`config.mk`:
```
export PLATFORM = sky130hd
export DESIGN_NAME = sync_down_timer
export DESIGN_NICKNAME = d
export VERILOG_FILES = /design/src/rtl/sync_down_timer.sv
export SDC_FILE = /design/constraint.sdc
export NUM_CORES = 1
export LEC_CHECK = 0
export CAP_MARGIN = 20
export CORE_UTILIZATION = 43
export CTS_CLUSTER_SIZE = 20
export DETAILED_ROUTE_END_ITERATION = 8
export PLACE_DENSITY_LB_ADDON = 0.1
export SETUP_SLACK_MARGIN = 0.15
export SKIP_CTS_REPAIR_TIMING = 1
export SLEW_MARGIN = 20
export SYNTH_ARGS = -nofsm -noshare
export SYNTH_HDL_FRONTEND = slang
export SYNTH_SLANG_ARGS = --single-unit
export TNS_END_PERCENT = 20
```
`constraint.sdc`:
```
create_clock -name clk -period 2.4 [get_ports clk]
set_input_delay 0.24 -clock clk [delete_from_list [all_inputs] [get_ports clk]]
set_output_delay 0.24 -clock clk [all_outputs]
set_load 0.02 [all_outputs]
```
`src/rtl/sync_down_timer.sv`:
```
// sync_down_timer: loadable down-counter with an IDLE/RUN/DONE controller.
// Optional feature macro: AUTO_RELOAD_EN. When it is defined, DONE re-arms
// from the reload register to give a periodic done pulse. When it is
// undefined, DONE lasts one cycle and the reload register does not exist.
//
// Controls (sampled on the rising clock edge, priority high to low):
//   rst   - synchronous reset to IDLE with count cleared
//   abort - return to IDLE with count held and no done pulse
//   start - load din (din==0 completes at once into DONE)
//   pause - hold count and state while in RUN
// state_o is a debug view of the controller: 0=IDLE, 1=RUN, 2=DONE.
module sync_down_timer #(
  parameter int WIDTH = 8
) (
  input  logic             clk,
  input  logic             rst,
  input  logic             start,
  input  logic [WIDTH-1:0] din,
  input  logic             pause,
  input  logic             abort,
  output logic [WIDTH-1:0] count,
  output logic             busy,
  output logic             done,
  output logic [1:0]       state_o
);

  typedef enum logic [1:0] {
    IDLE = 2'd0,
    RUN  = 2'd1,
    DONE = 2'd2
  } state_t;

  state_t           state_q, state_d;
  logic [WIDTH-1:0] count_q, count_d;

`ifdef AUTO_RELOAD_EN
  logic [WIDTH-1:0] reload_q, reload_d;
`endif

  // Next-state and next-count decision
  always_comb begin
    state_d = state_q;
    count_d = count_q;
`ifdef AUTO_RELOAD_EN
    reload_d = reload_q;
`endif
    if (abort) begin
      state_d = IDLE;
    end else if (start) begin
      count_d = din;
`ifdef AUTO_RELOAD_EN
      reload_d = din;
`endif
      state_d = (din == '0) ? DONE : RUN;
    end else begin
      case (state_q)
        RUN: begin
          if (!pause) begin
            if (count_q <= WIDTH'(1)) begin
              count_d = '0;
              state_d = DONE;
            end else begin
              count_d = count_q - WIDTH'(1);
            end
          end
        end
        DONE: begin
`ifdef AUTO_RELOAD_EN
          // The DONE cycle is the first cycle of the next period, so RUN
          // resumes at reload-1 and done repeats every reload cycles.
          // Reload values 0 and 1 keep done high every cycle.
          if (reload_q > WIDTH'(1)) begin
            count_d = reload_q - WIDTH'(1);
            state_d = RUN;
          end
`else
          state_d = IDLE;
`endif
        end
        default: begin
          state_d = state_q;
        end
      endcase
    end
  end

  // State, count and reload registers with synchronous reset
  always_ff @(posedge clk) begin
    if (rst) begin
      state_q <= IDLE;
      count_q <= '0;
`ifdef AUTO_RELOAD_EN
      reload_q <= '0;
`endif
    end else begin
      state_q <= state_d;
      count_q <= count_d;
`ifdef AUTO_RELOAD_EN
      reload_q <= reload_d;
`endif
    end
  end

  assign count   = count_q;
  assign busy    = (state_q == RUN);
  assign done    = (state_q == DONE);
  assign state_o = state_q;

endmodule

```
# Yosys cells after proc, flatten, opt, wreduce, memory -nomap -nowiden
# Cells that the tools add are included.
# Widths: inputs -> output; s select.
dict set report word_totals {
  regBits 10
  latch_bits 0
  mem_bits_rw 0
  mem_bits_ro 0
  inputBits 13
  out_inout_bits 12
  word_cells 25
  memories 0
}
dict set report classes {
  add_sub_neg 1
  multipliers 0
  div_mod_pow 0
  n_lt_le_gt_ge 1
  n_eq_ne 5
  shift 0
  n_mux 9
  n_bitwise 1
  n_reduce_logical 6
}
# cell n
set ops {}
lappend ops {{$mux 8} 4}
lappend ops {{$le 8x1->1 const B} 1}
lappend ops {{$logic_not 8->1} 1}
lappend ops {{$mux 2} 4}
lappend ops {{$sub 8x1->8 const B} 1}
lappend ops {{$reduce_and 3->1} 2}
lappend ops {{$pmux 2 s2} 1}
lappend ops {{$ne 3x2->1 const B} 1}
lappend ops {{$ne 3x3->1 const B} 1}
lappend ops {{$reduce_bool 3->1} 1}
lappend ops {{$eq 2x1->1 const B} 1}
lappend ops {{$eq 2x2->1 const B} 1}
lappend ops {{$ne 2x2->1 const B} 1}
lappend ops {{$reduce_bool 2->1} 1}
lappend ops {{$reduce_or 2->1} 1}
lappend ops {{$not 1->1} 1}

# Logic depth before layout (Yosys ltp)
dict set report logic_depth {
  depth_word 5
  depth_mapped 6
}

# Least setup slack after synthesis
# No wires, ideal clock.
dict set report synth_timing {
  kind {register to register}
  startpoint {reg count_q[0], in the netlist count[0]}
  endpoint {reg count_q[0], in the netlist count[0]}
  setup_time_ns 0.086
  t_arrival_ns 1.797
  t_required_ns 2.314
  setup_slack_ns 0.517
  path_stages_with_launch 7
  path_buffers 0
  synth_period_minus_slack_ns 1.883
  cell_sequence {dfxtp_1 -> inv_1 -> ha_1 -> or2_1 -> a31oi_2 -> a221oi_1 -> a211oi_1}
}
dict set report synth_via {
  elab_chain_len 5
}
# item line_no
set synth_rtl {}
lappend synth_rtl {{start, declared} 34} ;# logic [WIDTH-1:0] count_q, count_d;
lappend synth_rtl {{start signal, assigned} 97} ;# count_q <= count_d;
lappend synth_rtl {{$sub 8x1->8 / $le 8x1->1 (equally long branches)} {63, 59}}
lappend synth_rtl {{$mux 8 (*)} 59} ;# if (count_q <= WIDTH'(1)) begin
lappend synth_rtl {{$mux 8 (*)} 58} ;# if (!pause) begin
lappend synth_rtl {{$mux 8 (*)} 56} ;# case (state_q)
lappend synth_rtl {{$mux 8 (*)} 49} ;# end else if (start) begin
# Mark *: on every way between the ends. The rest lies on a longest branch, timed or not. The select of a mux whose other input is x is not followed.
# A chain may end at the register's enable or synchronous reset.

# Worst setup path after layout
# Same ends and word-level chain as after synthesis.

==> flow_metrics.tcl <==
set metrics [dict create \
    synth_cell_types 39 \
    vias_per_cell 6.23 \
    drive_above_1_share_pct 9.82 \
    synth_area_um2 706 \
    post-route-min-period_ns 2.04 \
    endpoint_kind "register" \
    ys_seq_area_share_pct 28.4 \
    r2r_cells 6 \
    grt_pass1_vias 674 \
    core_um2 1520 \
    gp_congestion 0.909 \
    setup_ws_ns 0.359 \
    period_share_pct 85.1 \
    syn_avg_cell_area_um2 8.21 \
    dp.cells 125 \
    stdcell_count 128 \
    fillCellCount 138 \
    cts_buffers 3 \
    drc 0 \
    clock_sinks 10 \
    num_vias 797 \
    htreeDepth 1 \
    clock_latency_ns 0.27 \
    portBuffers 24 \
    hpwl_mm 1.42 \
    antenna_found_initial 0 \
    crit_path_start_kind "register" \
    pre_cts_ws_ns 0.413 \
    initial_core_util_pct 46.3 \
    finalSetupViolCount 0 \
    grt_usage_pct 22.3 \
    wl_mm 1.96 \
    ys.flop_type "dfxtp_1" \
    diodes 0 \
    synth_area_leaders "dfxtp_1 (28%), a21oi_1 (4.3%), inv_1 (4.3%), nand2_1 (3.7%), o32ai_1 (3.7%)" \
    syn_inst 86 \
    finalClockSkew_ns 0.00210 \
    peakVddDrop_v 0.000308 \
    antenna_left 0 \
    timing.rr.end "count[0]" \
    syn2layout_area_growth_pct 40.6 \
    reg2reg_from "count[0]" \
    tightest_slew_ns 0.411 \
    hold_path_depth 2 \
    max_freq_ghz 0.490 \
    nets 129 \
    synth_common_cells "dfxtp_1 (10), inv_1 (8), nand2_1 (7)" \
    slew_viol_final 0 \
    synth.largest_area_cell "dfxtp_1" \
    ys_ff_latch 10 \
    cts-root-buf "clkbuf_4" \
    worstHoldPathType "reg2reg" \
    power.density_nw_per_um2 485 \
    hp-start "state_o[0]" \
    die_x_um 42.5 \
    synth_most_common_cell "dfxtp_1" \
    required_ns 2.58 \
    p_leak_nw 0.364 \
    synth_nets 101 \
    final.setup.tns_ns 0 \
    cts_tree "built" \
    yosys_warnings 0 \
    drt_iter0_markers 32 \
    clkSlewWorstSetupHoldPaths_ns 0.07 \
    synth_edf_count 0 \
    relSlewSlack_pct 72.4 \
    crit_type "reg2reg" \
    status "finished, final reports clean" \
    dr.pass1.iters 4 \
    fp-row-count 14 \
    crit_path_max_fanout 7 \
    fp.dieH_um 42.5 \
    maxCapViolCount 0 \
    synth_top_area_share_pct 28.4 \
    hold_end "state_o[1]" \
    die_area_um2 1810 \
    wl_per_cell_um 15.3 \
    rsz0062_at_grt "false" \
    overflow 0 \
    cp.arrival_ns 2.22 \
    r2r_slack_ns 0.36 \
    grt_max_degree 13 \
    finalHoldViolations 0 \
    ys_async_sr_fraction_pct 0 \
    num_io_pins 25 \
    cts_max_path_buffers 2 \
    grt_pass1_wl_mm 3.11 \
]
## how the worst max path moves through the flow
stage	start	end	slack, ns
5_1_grt	count[0]	count[3]	0.19
6_report	count[0]	count[0]	0.36
3_3_place_gp	count[0]	count[4]	0.51
3_5_place_dp	count[0]	count[0]	0.41
4_1_cts	count[0]	count[0]	0.37
2_1_floorplan	count[0]	count[0]	0.52
## cell type report
type                       count  area (um2)  share of cell area (%)
sequential                    10         200                    20.2
clock buffer                   3        22.5                    2.27
inverter                       8        30.0                    3.03
timing repair buffer          26         255                    25.7
tap                           16        20.0                    2.02
multi-input combinational     65         464                    46.8
## registers in the layout, summed over array words and instances, names as in the netlist
name and cells:
state_o 2, count 8
## metal layers
layer | up-vias | global-route usage [%] | wire length, um
met2 | 36 | 33.5 | 913
met4 | 0 | 10.6 | 25
met1 | 372 | 31.0 | 893
met5 | - | 0 | 0
met3 | 4 | 3.45 | 126
li1 | 385 | - | -
## layout by cell type, fill, tap and decap left out, drive strengths merged, types with 2 or more instances in the layout
master,synthesis,routed
clkdlybuf4s50,0,24
dfxtp,10,10
inv,8,8
nand2,7,7
a21oi,6,6
nor2b,4,4
nor2,4,4
o21ai,4,4
nor4,4,4
nor3,3,3
o32ai,3,3
clkbuf,3,3
o311a,2,2
nand3,2,2
a221oi,2,2
a211oi,2,2
ha,2,2
buf,0,2
o21ba,2,2
a22oi,2,2
a31oi,2,2
## critical path, cell delays in order, from the launching register on
cell and delay [ns]:
dfxtp_1 0.47, inv_1 0.12, ha_1 0.28, or2_1 0.30
a31oi_2 0.38, a221oi_1 0.14, a211oi_1 0.25
## through the flow
step | power (mW) | hold slack [ns] | util, % | area [um2]
5_1_grt | 0.503 | 0.568 | 65.1 | 992
2_1_floorplan | 0.299 | 0.414 | - | 706
4_1_cts | 0.482 | 0.549 | 65.1 | 992
6_report | 0.481 | 0.549 | 65.1 | 992
3_5_place_dp | 0.363 | 0.533 | 63.6 | 970
3_3_place_gp | 0.362 | 0.533 | 63.6 | 970
## kinds of logic after synthesis
logic type / Yosys count / synth area share, %
buffers and inverters: 11 / 5.85
muxes: 1 / 1.42
AOI/OAI and AO/OA: 32 / 34.4
and+or+nand+nor: 30 / 26.4
DFF: 10 / 28.4
adders and majority gates: 2 / 3.55
## report_power, final
group          total (mW)  switching, mW  internal (mW)  leakage, nW
sequential          0.191         0.0159          0.175       0.0817
clock               0.118         0.0601         0.0580       0.0138
combinational       0.172         0.0883         0.0832        0.268
No activity file was read; power rests on OpenSTA's default activity.
